File: src/rtl/gen_ux_nch.sv
// N-channel phase-accumulator pulse generator with a shared debounced step button and per-channel frequency words.
// Define GEN_UX_AUTOREPEAT_EN to add hold-to-repeat stepping (first repeat after 500 ticks, then every 50).
module gen_ux_nch #(
    parameter int FCLK    = 50_000_000,
    parameter int F_TICK  = 1000,
    parameter int NCE     = 50,
    parameter int NCH     = 4,
    parameter int M       = 100000,
    parameter int ACC_W   = 17,
    parameter int XF_W    = 16,
    parameter int XF_INIT = 49,
    parameter int XF_MIN  = 1,
    parameter int XF_MAX  = M - 1,
    localparam int SW     = (NCH > 1) ? $clog2(NCH) : 1
) (
    input  logic            clk,
    input  logic            rst_n,
    input  logic [SW-1:0]   sel,
    input  logic            up,
    input  logic            btn,
    input  logic            load,
    input  logic [XF_W-1:0] load_val,
    output logic            ce1ms,
    output logic            ceo,
    output logic [NCH-1:0]  ux,
    output logic [XF_W-1:0] xf_sel
);
    localparam int DIV = FCLK / F_TICK;
    localparam int TW  = (DIV > 1) ? $clog2(DIV) : 1;
    localparam int CW  = $clog2(NCE);

    localparam logic [XF_W-1:0]  XF_MIN_V  = XF_W'(XF_MIN);
    localparam logic [XF_W-1:0]  XF_MAX_V  = XF_W'(XF_MAX);
    localparam logic [XF_W-1:0]  XF_INIT_V = XF_W'(XF_INIT);
    localparam logic [ACC_W-1:0] M_V       = ACC_W'(M);

    logic [TW-1:0]    cnt_t;
    logic [CW-1:0]    cnt_c;
    logic             ce;
    logic             b1;
    logic             b2;
    logic             step;
    logic             rep_step;
    logic             step_any;
    logic [XF_W-1:0]  xf  [NCH];
    logic [ACC_W-1:0] acc [NCH];

    function automatic logic [XF_W-1:0] clamp_xf(input logic [XF_W-1:0] v);
        if (v < XF_MIN_V)
            return XF_MIN_V;
        else if (v > XF_MAX_V)
            return XF_MAX_V;
        else
            return v;
    endfunction

    // Saturating +/-1: a word at its limit holds instead of wrapping.
    function automatic logic [XF_W-1:0] step_xf(input logic [XF_W-1:0] v, input logic dir);
        if (dir)
            return (v >= XF_MAX_V) ? XF_MAX_V : v + XF_W'(1);
        else
            return (v <= XF_MIN_V) ? XF_MIN_V : v - XF_W'(1);
    endfunction

    assign ce1ms    = (cnt_t == TW'(DIV - 1));
    assign ce       = (cnt_c == CW'(NCE - 1));
    assign step     = b1 & ~b2 & ce1ms;
    assign step_any = step | rep_step;

    always_ff @(posedge clk or negedge rst_n) begin
        if (!rst_n) begin
            cnt_t <= '0;
            cnt_c <= '0;
            ceo   <= 1'b0;
            b1    <= 1'b0;
            b2    <= 1'b0;
        end else begin
            cnt_t <= ce1ms ? '0 : cnt_t + TW'(1);
            cnt_c <= ce ? '0 : cnt_c + CW'(1);
            ceo   <= ce;
            if (ce1ms) begin
                b1 <= btn;
                b2 <= b1;
            end
        end
    end

`ifdef GEN_UX_AUTOREPEAT_EN
    localparam logic [1:0] S_IDLE   = 2'd0;
    localparam logic [1:0] S_DELAY  = 2'd1;
    localparam logic [1:0] S_REPEAT = 2'd2;

    logic [1:0] rstate;
    logic [9:0] rcnt;

    // Release (b1 low) takes priority over a repeat falling on the same tick.
    assign rep_step = ce1ms & b1 &
                      (((rstate == S_DELAY)  && (rcnt == 10'd499)) ||
                       ((rstate == S_REPEAT) && (rcnt == 10'd49)));

    always_ff @(posedge clk or negedge rst_n) begin
        if (!rst_n) begin
            rstate <= S_IDLE;
            rcnt   <= '0;
        end else if (ce1ms) begin
            case (rstate)
                S_IDLE: begin
                    if (step) begin
                        rstate <= S_DELAY;
                        rcnt   <= '0;
                    end
                end
                S_DELAY: begin
                    if (!b1) begin
                        rstate <= S_IDLE;
                    end else if (rcnt == 10'd499) begin
                        rstate <= S_REPEAT;
                        rcnt   <= '0;
                    end else begin
                        rcnt <= rcnt + 10'd1;
                    end
                end
                S_REPEAT: begin
                    if (!b1)
                        rstate <= S_IDLE;
                    else if (rcnt == 10'd49)
                        rcnt <= '0;
                    else
                        rcnt <= rcnt + 10'd1;
                end
                default: rstate <= S_IDLE;
            endcase
        end
    end
`else
    assign rep_step = 1'b0;
`endif

    // Load beats a step landing in the same clock.
    always_ff @(posedge clk or negedge rst_n) begin
        if (!rst_n) begin
            for (int i = 0; i < NCH; i++)
                xf[i] <= XF_INIT_V;
        end else begin
            for (int i = 0; i < NCH; i++) begin
                if (int'(sel) == i) begin
                    if (load)
                        xf[i] <= clamp_xf(load_val);
                    else if (step_any)
                        xf[i] <= step_xf(xf[i], up);
                end
            end
        end
    end

    // Carry is detected on the pre-update value, so ux lags the overflow by one ce.
    always_ff @(posedge clk or negedge rst_n) begin
        if (!rst_n) begin
            for (int i = 0; i < NCH; i++)
                acc[i] <= '0;
            ux <= '0;
        end else if (ce) begin
            for (int i = 0; i < NCH; i++) begin
                ux[i]  <= (acc[i] >= M_V);
                acc[i] <= (acc[i] >= M_V) ? acc[i] + ACC_W'(xf[i]) - M_V
                                          : acc[i] + ACC_W'(xf[i]);
            end
        end
    end

    always_comb begin
        xf_sel = '0;
        if (int'(sel) < NCH)
            xf_sel = xf[sel];
    end

endmodule

File: config.mk
export PLATFORM = sky130hd
export DESIGN_NAME = gen_ux_nch
export DESIGN_NICKNAME = d
export VERILOG_FILES = /design/src/rtl/gen_ux_nch.sv
export SDC_FILE = /design/constraint.sdc
export NUM_CORES = 1
export LEC_CHECK = 0
export CAP_MARGIN = 30
export CORE_MARGIN = 5
export CORE_UTILIZATION = 30
export DETAILED_ROUTE_END_ITERATION = 12
export PLACE_DENSITY = 0.51
export SLEW_MARGIN = 5
export SYNTH_ARGS = -nofsm -noshare
export SYNTH_HDL_FRONTEND = slang
export SYNTH_SLANG_ARGS = --single-unit
File: constraint.sdc
create_clock -name clk -period 9.5 [get_ports clk]
set_input_delay 1.9 -clock clk [delete_from_list [all_inputs] [get_ports clk]]
set_output_delay 1.9 -clock clk [all_outputs]
set_load 0.03 [all_outputs]
==> impl_metrics.toml <==
[timing]
fin_skew_ns = 0.009828
finalHoldViolations = 0
min_period_ns = 5.927
fmax_ghz = 0.1687
tightest_slew_ns = 1.046
rsz0062_at_grt = "false"
fin_crit_sh_pct = 62.39
setup_tns_ns = 0
relSlewSlack_pct = 29.82
setup_violations = 0
drv_slew = 0

[cts]
path_clk_slew_ns = 0.06
htree_levels = 4
cts_resized = 0
cts_buffers = 17
clock_sinks = 161
hold_buffers = 0
clk_path_buf_depth = 2
post_cts_buffers = 0
cts_root_buf = "clkbuf_16"
cts_tree = "done"
insertion_delay_ns = 0.47

[final_layout]
antenna_cells = 0
mostFrequentLayoutCell = "nand2_1"
nFillCells = 4906
fin_nets = 1882
final_area_um2 = 15870
mostFrequentLayoutCells = "230 x nand2_1, 154 x o21ai_0, 149 x nor2_1, 149 x dfrtp_1, 130 x a21oi_1"
final_core_util_pct = 33.37
drive_above_1_share_pct = 6.839
syn2layout_area_growth_pct = 10.56

[place]
place_congestion = 0.8809
dp_hpwl_um = 32920
dpl_cell_area_um2 = 15260
portBuffers = 44

[power]
max-vdd-ir-drop_mv = 0.1162
p_per_area_nw_per_um2 = 161.7
p_leak_nw = 6.513

[floorplan]
die_w_um = 228.7
die_h_um = 228.7
io_pins = 45
die-area_um2 = 52310
fp-row-count = 80
initial_core_util_pct = 30.18
coreArea_um2 = 47550

[synthesis]
synth-main-ff-cell = "dfrtp_1"
synth_seq_area_share_pct = 28.18
yosys_warnings = 0
synth_area_um2 = 14350
synth_cells = 1803
ys_ff_latch = 161
synth_nets = 1913
async_flop_share_pct = 100.0
synth_edf_count = 0
synth.lib_cells_used.distinct = 94
syn_avg_cell_area_um2 = 7.959

[flow_run]
drv_cap = 0

[drt]
wl_um = 45820
wire_per_inst_um = 19.10
drtAntennaViolNets = 0
via_count = 13660
dr.pass1.iters = 5
drc_errors = 0
vias_per_cell = 5.695
drtIter0Drc = 986

[global_route]
first_global_vias = 13110
grt_antenna_before_repair = 2
grt-ovfl-total = 0
grt_pass1_wl_um = 72930
grt_usage_pct = 17.17
grt_max_degree = 64

[setup_path]
r2r_start = "xf[16]"
path_class = "input port to primary output"
reg2reg_slack_ns = 5.86
reg2reg_depth = 11
crit_fanout = 23
setup.worst_path.start_class = "input port"
crit_required_ns = 7.60
rr_endpoint = "acc[33]"
setup.worst_path.end_class = "primary output"
cp.arrival_ns = 4.03

[status]
status = "finished, final reports clean"

[min_path]
min_to = "ux[2]"
hold_class = "flip-flop to flip-flop"
hold_start = "ux[2]"
hold_depth = 2
==> Yosys cell counts (all sizes together) (5+ instances only) <==
library cell    n  area [um2]
o41ai           5       43.79
nand4          15       93.84
xnor2          60       525.5
and2           25       156.4
a2111o          5       56.30
xor2           53       464.2
or2             8       50.05
o31ai          15       132.6
o311ai          8       70.07
a21o           17       127.6
o211a           7       70.07
and3           27       178.9
o21ai         163       819.5
ha             83        1039
nor2b          15       93.84
o21bai          8       60.06
nor4           20       131.4
or3            12       75.07
and4            8       70.07
a31oi          37       231.5
a221o           7       70.07
nor2          149       559.3
mux2i           9       90.09
inv            51       191.4
o221ai          8       76.32
a22oi           8       60.06
mux2            5       60.05
a311oi         15       143.9
nand2b         13       81.33
nor3           57       295.3
dfrtp         149        3729
nand2         230       863.3
nand3          58       290.3
dfstp          12       315.3
mux4           16       360.4
o21a           32       240.2
nor3b           6       45.04
buf            17       83.83
a211o           8       70.07
a21oi         131       659.4
o211ai         29       222.7
clkbuf         94       354.1
a221oi          9       78.83
a211oi         26       212.7
a31o            9       78.83
==> critical path, stage by stage <==
cell and delay, ns:
clkdlybuf4s50_1 0.47, buf_4 0.38, mux4_2 0.64, clkdlybuf4s50_1 0.63
==> per-stage QoR <==
step	setup WS, ns	hold WS, ns	total power, mW	instances
floorplan	4.040	0.4498	1.560	1803
global placement	3.366	0.4623	1.832	2365
detailed placement	3.559	0.4687	1.846	2367
CTS	3.557	0.4846	2.581	2398
global route	3.500	0.5112	2.721	2399
finish	3.573	0.4799	2.565	2399
==> cells by family after synthesis <==
| group | after synthesis | synth area share, % |
|---|---|---|
| adders and majority gates | 87 | 7.795 |
| DFF | 161 | 28.18 |
| and+or+nand+nor | 658 | 21.73 |
| xor gates and xnor gates | 113 | 6.897 |
| buffers and inverters | 162 | 4.386 |
| muxes | 30 | 3.557 |
| AOI/OAI and AO/OA | 592 | 27.46 |
==> how the worst max path moves through the flow <==
stage	cells after the start	slack (ns)	endpoint	startpoint
CTS	4	3.56	xf_sel[14]	sel[1]
detailed placement	4	3.56	xf_sel[14]	sel[1]
floorplan	3	4.04	xf_sel[10]	sel[1]
finish	4	3.57	xf_sel[14]	sel[1]
global route	4	3.50	xf_sel[14]	sel[1]
global placement	3	3.37	xf_sel[14]	sel[0]
==> registers in the layout, summed over array words and instances (netlist names) <==
signal  count
b1          1
acc        68
ceo         1
b2          1
ux          4
cnt_c       6
cnt_t      16
xf         64
==> final cells by class <==
| class | count | area [um2] | share of cell area [%] |
|---|---|---|---|
| multi-input cells | 1480 | 9684 | 61.04 |
| flip-flops and latches | 161 | 4044 | 25.49 |
| well taps | 615 | 769.5 | 4.850 |
| repair buffers | 61 | 596.8 | 3.762 |
| clock buffers | 20 | 446.7 | 2.815 |
| inverters | 51 | 191.4 | 1.207 |
| clock inverters | 11 | 132.6 | 0.8360 |
==> routing by layer <==
metal | up-vias | wire [um] | global-route usage (%)
met4 | 2 | 1197 | 5.370
met1 | 6618 | 21200 | 23.00
met2 | 370 | 21110 | 28.31
met3 | 60 | 2307 | 3.031
met5 | - | 7 | 0
li1 | 6612 | - | -
==> where the power goes <==
| group | total (mW) | internal, mW | switching, mW | leakage [nW] |
|---|---|---|---|---|
| Combinational | 0.862 | 0.370 | 0.493 | 4.16 |
| Clock | 0.718 | 0.395 | 0.323 | 0.277 |
| Sequential | 0.985 | 0.755 | 0.230 | 2.07 |
(Power assumes the default switching activity.)
==> variant, RTL diff (config.mk and constraints unchanged) <==
The parameter `XF_W` goes from 16 to 32.
--- a/src/rtl/gen_ux_nch.sv
+++ b/src/rtl/gen_ux_nch.sv
@@ -7,7 +7,7 @@
     parameter int NCH     = 4,
     parameter int M       = 100000,
     parameter int ACC_W   = 17,
-    parameter int XF_W    = 16,
+    parameter int XF_W    = 32,
     parameter int XF_INIT = 49,
     parameter int XF_MIN  = 1,
     parameter int XF_MAX  = M - 1,
Interface: changed (resized load_val and xf_sel); port bits go from 45 to 77. No check against the original RTL was run, so the function may have changed too.
==> variant against the unedited design <==
  * Die area rose by 27%
  * Synthesized area grew 29%
  * Total power rose by 26%
  * Count of clock-buffer cells in the layout is 24 higher
  * Wire length rose by 44%
  * Worst setup slack gained 0.13 ns
  * Sequential cell count up 64
  * Design area is 32% higher
  * Largest power group unchanged
  * Highest routed layer is now met4
==> variant: results (changes against the unedited design) <==
outcome: "finished, final reports clean"  # unchanged
r2r_start: "xf[50]"  # was xf[16]
numCtsBuffers: 30  # was 17
grt_max_degree: 143  # was 64
grt_pass1_wl_mm: 102  # was 72.9 mm
tightest_slew_ns: 0.967  # was 1.05 ns
multi_input_area_um2: 12100  # was 9680 um2
grt_pass1_vias: 17100  # was 13,100
ys_seq_area_share_pct: 30.5  # was 28.2%
reg.largest.list: "xf: 128 flops, acc: 68 flops, cnt_t: 16 flops"  # was acc: 68 flops, xf: 64 flops, cnt_t: 16 flops
avgViaCountPerCell: 5.80  # was 5.69
dpl_worst_slack_ns: 3.69  # was 3.56 ns
port_buffers: 76  # was 44
cts.sinks: 225  # was 161
p_leak_nw: 8.46  # was 6.51 nW
synth_common_cells: "304 x nand2_1, 251 x o21ai_0, 216 x nor2_1"  # was 230 x nand2_1, 154 x o21ai_0, 149 x dfrtp_1, 149 x nor2_1, 130 x a21oi_1
syn_nets: 2438  # was 1,913
vdd.ir_drop.worst_uv: 152  # was 116 uV
fillers: 6251  # was 4,906
r2r_cells: 7  # was 11
routabilityCongestion: 0.931  # was 0.881
drt_pass1_iterations: 5  # unchanged
worstPathArrival_ns: 3.89  # was 4.03 ns
wl_mm: 65.9  # was 45.8 mm
clock_skew_ns: 0.0396  # was 0.00983 ns
cp_max_fo: 39  # was 23
cts_buffer_depth: 3  # was 2
clk_latency_ns: 0.61  # was 0.47 ns
h-tree-depth: 1  # was 4
cpPeakStageDelay_ns: 0.67  # was 0.64 ns
synth_cell_types: 84  # was 94
drive_gt1_share_pct: 7.13  # was 6.84%
grtUsageTotal_pct: 19.1  # was 17.2%
synth.avg_cell_area_um2: 8.00  # was 7.96 um2
vias: 18100  # was 13,700
place_inst: 3061  # was 2,367
min-delay-start: "acc[34]"  # was ux[2]
drtIter0Drc: 1508  # was 986
synth.area.top_cells: "dfrtp_1 29%, o21ai_0 6.8%, nand2_1 6.2%, ha_1 5.6%, nor2_1 4.4%"  # was dfrtp_1 26%, ha_1 7.2%, nand2_1 6.0%, o21ai_0 5.4%, a21oi_1 4.5%
variant: cell families after synthesis:
logic type | count (synthesis) | share of synthesized area, %
xor gates and xnor gates | 142 | 6.73
buffers and inverters | 196 | 4.05
adders and majority gates | 87 | 6.05
muxes | 48 | 4.81
DFF | 225 | 30.5
and+or+nand+nor | 906 | 23.5
AOI/OAI and AO/OA | 708 | 24.4
variant: worst paths after layout:
check | to | slack (ns)
max | xf_sel[0] | 3.71
min | acc[34] | 0.48
max reg2reg | xf[57] | 5.41
min reg2reg | acc[34] | 0.48
max in group asynchronous | acc[25] | 6.96
min in group asynchronous | cnt_t[8] | 1.29
variant: stage by stage:
step	area, um2	hold slack [ns]
after detailed placement	19900	0.470
after global placement	19900	0.462
after CTS	20900	0.484
after floorplan	18500	0.450
after global routing	20900	0.505
final	20900	0.480
variant: worst min-delay path, stage by stage (launching register included):
cell and delay [ns]:
dfrtp_1 0.34, nand2_1 0.05, nand2_1 0.06
variant: final cells by class:
| cell class | count | area share, % |
|---|---|---|
| clock buffers | 44 | 4.08 |
| inverters | 56 | 1.00 |
| clock inverters | 9 | 0.693 |
| diodes | 1 | 0.0120 |
| multi-input cells | 1891 | 57.8 |
| flip-flops and latches | 225 | 27.0 |
| repair buffers | 102 | 4.72 |
| well taps | 790 | 4.72 |
variant: power breakdown:
group	internal, mW	switching [mW]
Clock	0.700	0.477
Combinational	0.332	0.453
Sequential	1.02	0.237
variant: routing by layer:
metal	vias up	track usage, %	routed length, um
met1	8766	25.6	28300
li1	8557	-	-
met3	118	2.71	4510
met5	-	0	0
met2	648	32.2	30800
met4	0	5.59	2240
